--- src/rtl/machine_mode_types_1_12_pkg.sv ---
// Shared machine-mode trap types: exception flag bit positions, cause codes
// and the trap controller state encoding.
package machine_mode_types_1_12_pkg;

  localparam int unsigned N_TRAP_FLAGS = 11;

  // Bit positions within exc_flags; the hazard side already folds the
  // data-side protection faults into fault_l / fault_s.
  typedef enum logic [3:0] {
    FLAG_FAULT_INSN   = 4'd0,
    FLAG_PROT_FAULT_I = 4'd1,
    FLAG_ILLEGAL_INSN = 4'd2,
    FLAG_MAL_INSN     = 4'd3,
    FLAG_BREAKPOINT   = 4'd4,
    FLAG_ENV_M        = 4'd5,
    FLAG_MAL_L        = 4'd6,
    FLAG_MAL_S        = 4'd7,
    FLAG_FAULT_L      = 4'd8,
    FLAG_FAULT_S      = 4'd9,
    FLAG_EX_RMGMT     = 4'd10
  } trap_flag_e;

  typedef enum logic [4:0] {
    EXC_MAL_INSN     = 5'd0,
    EXC_FAULT_INSN   = 5'd1,
    EXC_ILLEGAL_INSN = 5'd2,
    EXC_BREAKPOINT   = 5'd3,
    EXC_MAL_L        = 5'd4,
    EXC_FAULT_L      = 5'd5,
    EXC_MAL_S        = 5'd6,
    EXC_FAULT_S      = 5'd7,
    EXC_ENV_M        = 5'd11,
    EXC_RMGMT        = 5'd24
  } exc_cause_e;

  typedef enum logic [4:0] {
    INT_SOFT_M  = 5'd3,
    INT_TIMER_M = 5'd7,
    INT_EXT_M   = 5'd11
  } int_cause_e;

  typedef enum logic [1:0] {
    IDLE     = 2'd0,
    DRAIN    = 2'd1,
    COMMIT   = 2'd2,
    REDIRECT = 2'd3
  } trap_state_e;

  // Exception causes that report the faulting address in mtval.
  function automatic logic cause_has_tval(input logic [4:0] c);
    return (c == EXC_MAL_INSN) || (c == EXC_FAULT_INSN) ||
           (c == EXC_MAL_L)    || (c == EXC_FAULT_L)    ||
           (c == EXC_MAL_S)    || (c == EXC_FAULT_S);
  endfunction

endpackage

--- src/rtl/prv_trap_prio.sv ---
// Combinational trap priority encoder: exceptions first, then enabled interrupts.
module prv_trap_prio
  import machine_mode_types_1_12_pkg::*;
(
  input  logic [10:0] exc_flags,
  input  logic [2:0]  int_pend,
  input  logic [2:0]  int_en,
  input  logic        mstatus_mie,
  output logic        valid,
  output logic        is_int,
  output logic [4:0]  cause
);

  logic [2:0] int_act;

  assign int_act = int_pend & int_en & {3{mstatus_mie}};

  always_comb begin
    valid  = 1'b1;
    is_int = 1'b0;
    cause  = '0;
    if (exc_flags[FLAG_FAULT_INSN] || exc_flags[FLAG_PROT_FAULT_I]) cause = EXC_FAULT_INSN;
    else if (exc_flags[FLAG_ILLEGAL_INSN])                       cause = EXC_ILLEGAL_INSN;
    else if (exc_flags[FLAG_MAL_INSN])                           cause = EXC_MAL_INSN;
    else if (exc_flags[FLAG_BREAKPOINT])                         cause = EXC_BREAKPOINT;
    else if (exc_flags[FLAG_ENV_M])                              cause = EXC_ENV_M;
    else if (exc_flags[FLAG_MAL_L])                              cause = EXC_MAL_L;
    else if (exc_flags[FLAG_MAL_S])                              cause = EXC_MAL_S;
    else if (exc_flags[FLAG_FAULT_L])                            cause = EXC_FAULT_L;
    else if (exc_flags[FLAG_FAULT_S])                            cause = EXC_FAULT_S;
    else if (exc_flags[FLAG_EX_RMGMT])                           cause = EXC_RMGMT;
    else begin
      is_int = 1'b1;
      // int_pend/int_en order is {ext, soft, timer}
      if (int_act[2])      cause = INT_EXT_M;
      else if (int_act[1]) cause = INT_SOFT_M;
      else if (int_act[0]) cause = INT_TIMER_M;
      else begin
        valid  = 1'b0;
        is_int = 1'b0;
      end
    end
  end

endmodule

--- src/rtl/prv_trap_ctrl.sv ---
// Machine-mode trap/MRET sequencer: latch on detect, drain, commit CSRs, redirect.
module prv_trap_ctrl
  import machine_mode_types_1_12_pkg::*;
(
  input  logic        CLK,
  input  logic        nRST,
  input  logic [10:0] exc_flags,
  input  logic        ret,
  input  logic [2:0]  int_pend,
  input  logic [2:0]  int_en,
  input  logic        mstatus_mie,
  input  logic [31:0] epc,
  input  logic [31:0] badaddr,
  input  logic        pipe_clear,
  input  logic [31:0] mtvec,
  input  logic [31:0] mepc,
  output logic        intr,
  output logic        insert_pc,
  output logic [31:0] priv_pc,
  output logic [31:0] mcause_wdata,
  output logic [31:0] mepc_wdata,
  output logic [31:0] mtval_wdata,
  output logic        trap_we,
  output logic        mret_we
);

  trap_state_e state_q, state_d;

  logic        p_valid, p_is_int;
  logic [4:0]  p_cause;
  logic [31:0] base, trap_target;
  logic [31:0] cause_q, epc_q, tval_q, target_q;
  logic        is_ret_q;

  prv_trap_prio u_prio (
    .exc_flags   (exc_flags),
    .int_pend    (int_pend),
    .int_en      (int_en),
    .mstatus_mie (mstatus_mie),
    .valid       (p_valid),
    .is_int      (p_is_int),
    .cause       (p_cause)
  );

  assign base        = {mtvec[31:2], 2'b00};
  assign trap_target = (p_is_int && (mtvec[1:0] == 2'b01))
                     ? base + {25'd0, p_cause, 2'b00} : base;

  always_ff @(posedge CLK or negedge nRST) begin
    if (!nRST) state_q <= IDLE;
    else       state_q <= state_d;
  end

  always_comb begin
    state_d = state_q;
    case (state_q)
      IDLE:     if (p_valid || ret) state_d = DRAIN;
      DRAIN:    if (pipe_clear)     state_d = COMMIT;
      COMMIT:   state_d = REDIRECT;
      REDIRECT: state_d = IDLE;
      default:  state_d = IDLE;
    endcase
  end

  // Captured only on the IDLE exit so inputs are ignored for the whole sequence.
  always_ff @(posedge CLK or negedge nRST) begin
    if (!nRST) begin
      cause_q  <= '0;
      epc_q    <= '0;
      tval_q   <= '0;
      target_q <= '0;
      is_ret_q <= 1'b0;
    end else if (state_q == IDLE) begin
      if (p_valid) begin
        cause_q  <= {p_is_int, 26'd0, p_cause};
        epc_q    <= epc;
        tval_q   <= (!p_is_int && cause_has_tval(p_cause)) ? badaddr : '0;
        target_q <= trap_target;
        is_ret_q <= 1'b0;
      end else if (ret) begin
        target_q <= mepc;
        is_ret_q <= 1'b1;
      end
    end
  end

  always_comb begin
    intr      = (state_q != IDLE);
    trap_we   = (state_q == COMMIT) && !is_ret_q;
    mret_we   = (state_q == COMMIT) &&  is_ret_q;
    insert_pc = (state_q == REDIRECT);
  end

  assign priv_pc      = target_q;
  assign mcause_wdata = cause_q;
  assign mepc_wdata   = epc_q;
  assign mtval_wdata  = tval_q;

endmodule

--- config.mk ---
export PLATFORM = sky130hd
export DESIGN_NAME = prv_trap_ctrl
export DESIGN_NICKNAME = d
export VERILOG_FILES = /design/src/rtl/machine_mode_types_1_12_pkg.sv /design/src/rtl/prv_trap_prio.sv /design/src/rtl/prv_trap_ctrl.sv
export SDC_FILE = /design/constraint.sdc
export NUM_CORES = 1
export LEC_CHECK = 0
export BUFFER_PORTS_ARGS = -buffer_cell sky130_fd_sc_hd__buf_2
export CAP_MARGIN = 15
export CORE_UTILIZATION = 41
export DETAILED_ROUTE_END_ITERATION = 8
export GPL_ROUTABILITY_DRIVEN = 0
export HOLD_SLACK_MARGIN = 0.02
export PLACE_DENSITY = 0.77
export SYNTH_ARGS = -nofsm -noshare
export SYNTH_HDL_FRONTEND = slang
export SYNTH_SLANG_ARGS = --single-unit
--- constraint.sdc ---
create_clock -name CLK -period 2.2 [get_ports CLK]
set_clock_uncertainty 0.2 [all_clocks]
set_input_delay 0.11 -clock CLK [delete_from_list [all_inputs] [get_ports CLK]]
set_output_delay 0.11 -clock CLK [all_outputs]
set_load 0.02 [all_outputs]
==> results.cfg <==
[power_and_ir_drop]
p_leak_nw = 4.589
powerDensity_nw_per_um2 = 1138
ir_worst_vdd_v = 0.0006636

[floorplanning]
die_h_um = 114.4
die_area_um2 = 13090
start_util_pct = 42.61
core_um2 = 12160
num_rows = 40
die_w_um = 114.4
ioPinCount = 282

[grt]
grt_pass1_vias = 6095
grt_pass1_wl_um = 30880
grt_use_total_pct = 31.20
grt_overflow = 0
antenna_found_initial = 1
grt_max_degree = 54

[synthesis]
synth.most_common_cell = nand2_1
synth-edff-count = 0
ys_top_cells_by_area = dfrtp_1, nand2_1, a22o_1
yosys_most_used_dff = dfrtp_1
synth_area_um2 = 5182
yosys_warnings = 0
synth_area_per_cell_um2 = 9.651
syn_inst = 537
yosysTopAreaCell = dfrtp_1
ys_top_cells_by_count = nand2_1, dfrtp_1, a22o_1, o21ai_0, buf_4
synth.top_cell.area_share_pct = 50.70
yosysSeqAreaShare_pct = 50.70
ys_ff_latch = 105
synth_cell_type_count = 50
async_reset_ff_share_pct = 100.0

[clock_tree]
cts_tree = yes
cts_buffers = 9
cts.path.max_buffers = 2
insertion_delay_ns = 0.34
path_clk_slew_ns = 0.07
clockRootBuffer = clkbuf_16
cts_sinks = 105
h-tree-depth = 3

[sta]
fin_crit_sh_pct = 135.9
fin_tns_setup_ns = -15.91
setup_viol = 29
report.final.hold_viol_count = 0
worst_slew_pin_slew_ns = 0.5379
fmax_mhz = 334.5
rsz0062_at_grt = yes
min_period_ns = 2.990
postLayoutSetupSlackWorst_ns = -0.7897
drv_slew = 0
maxSlewHeadroom_pct = 64.14

[setup_path]
worstPathArrival_ns = 3.01
start_kind = input port
required_ns = 2.22
max_stage_delay_ns = 0.40
crit_type = input port to flop
path_cells = buf_6 > a222oi_1 > nand2b_1 > o21bai_1 > o311ai_1 > nand2b_1 > ha_2 > fa_2 > a211oi_2 > nor2_2 > o2111ai_2 > buf_6 > nor2_1 > xnor2_1 > o21ai_1
end_kind = flop
slowest_stage = a222oi_1
critPathMaxFanout = 7

[route]
drc_errors = 0
drtIter0Drc = 482
vias_per_cell = 5.338
ant_nets = 0
wl_per_cell_um = 18.47
wirelength_um = 21500
vias = 6214
drtPass1Iterations = 7

[layout]
layout.cells.non_filler = 1164
area_growth_pct = 76.82
n_fill_cell = 786
final_nets = 1149
drive_gt1_share_pct = 40.64
register_area_um2 = 2628
multiInputGateArea_um2 = 2589

[placement]
place_inst = 991
port_buffers = 255
post-place-ws_ns = -0.9960
hpwl_um = 11750

[status]
failed_checks = setup timing
status = complete, but fails checks

[hold_path]
hold_class = input port to flop

[run]
drv_cap = 0
## timing repair
action / 4_1_cts / 5_1_grt
gates cloned: 0 / 5
pin swaps: 12 / 16
endpoints found under the hold margin: 181 / 0
setup buffers: 12 / 10
setup endpoints to repair: 31 / 99
gates resized for setup: 40 / 15
hold buffers: 130 / 0
## flip-flops by register name, summed over array words and instances (netlist names)
register,flops
is_ret_q,1
mtval_wdata,32
state_q,2
mcause_wdata,6
priv_pc,32
mepc_wdata,32
## placed cells by master, fill, tap and decap left out, drive strengths merged, types with 3 or more instances in the layout
cell           n
dlygate4sd3  130
o22ai          8
nor4b          3
a22oi         17
and3           3
xnor2         23
or4            4
mux2           7
nor2          24
nor2b          4
conb          26
a211oi         6
clkbuf        14
buf          335
a21o           3
nor4           9
nand4          3
nor3          15
a22o          33
dfrtp        105
inv            6
a21oi         19
clkinv         4
nand2        116
nand2b         3
ha             9
o21ai         28
nand3         13
## cells by family (layout without fill, tap and decap cells)
family / Yosys count / in the layout / share of synthesized area (%)
xor+xnor: 25 / 25 / 4.225
mux: 7 / 7 / 1.521
simple gates: 204 / 205 / 17.91
compound gates: 126 / 126 / 16.68
fa+ha+maj: 10 / 10 / 2.559
flops: 105 / 105 / 50.70
buf+inv: 59 / 490 / 6.325
other cells: 1 / 28 / 0.07236
## routing by layer
layer / part of all wire [%] / GRT usage (%)
met4: 5.7 / 21.13
met3: 8.4 / 7.941
met2: 50 / 52.08
met1: 36 / 35.27
met5: 0 / 0
## worst paths after layout
check	from	to	slack (ns)	cells past startpoint
max	int_pend[1]	priv_pc[16]$_DFFE_PN0P_	-0.79	15
min	mtvec[7]	priv_pc[8]$_DFFE_PN0P_	0.05	4
max reg2reg	state_q[1]$_DFFE_PN0P_	priv_pc[19]$_DFFE_PN0P_	0.09	6
min reg2reg	mepc_wdata[30]$_DFFE_PN0P_	mepc_wdata[30]$_DFFE_PN0P_	0.27	2
max in group asynchronous	nRST	mepc_wdata[25]$_DFFE_PN0P_	1.07	3
min in group asynchronous	nRST	state_q[1]$_DFFE_PN0P_	0.07	2
## critical path: cells and delay by family
| kind | cells | cell delay, ns |
|---|---|---|
| AND/OR/NAND/NOR | 4 | 0.43 |
| buffers and inverters | 2 | 0.28 |
| AO/OA/AOI/OAI | 6 | 1.36 |
| XOR/XNOR | 1 | 0.27 |
| adder cells (fa/ha/maj) | 2 | 0.56 |
## cell type report
cell class	count	share of cell area (%)
antenna	2	0.05461
clock buffer	11	2.649
clock inverter	5	0.5461
inverter	6	0.2594
multi-input combinational	399	28.25
sequential	105	28.67
tap	168	2.294
timing repair buffer	468	37.27
## power by group
group | switching [W] | internal [W] | total, W
combinational | 0.00334 | 0.00215 | 0.00549
sequential | 0.000530 | 0.00284 | 0.00337
clock | 0.000748 | 0.000818 | 0.00157
## metrics by stage
step	hold slack (ns)	instance area, um2	util [%]	total power, W
after floorplan	-0.3856	5413	-	0.006337
after global placement	-0.08179	7119	58.54	0.008034
after detailed placement	-0.06982	7119	58.54	0.008158
after CTS	0.03104	8929	73.42	0.009975
after global routing	0.07047	9161	75.33	0.01096
final	0.04843	9164	75.35	0.01042
(Power assumes the default switching activity.)
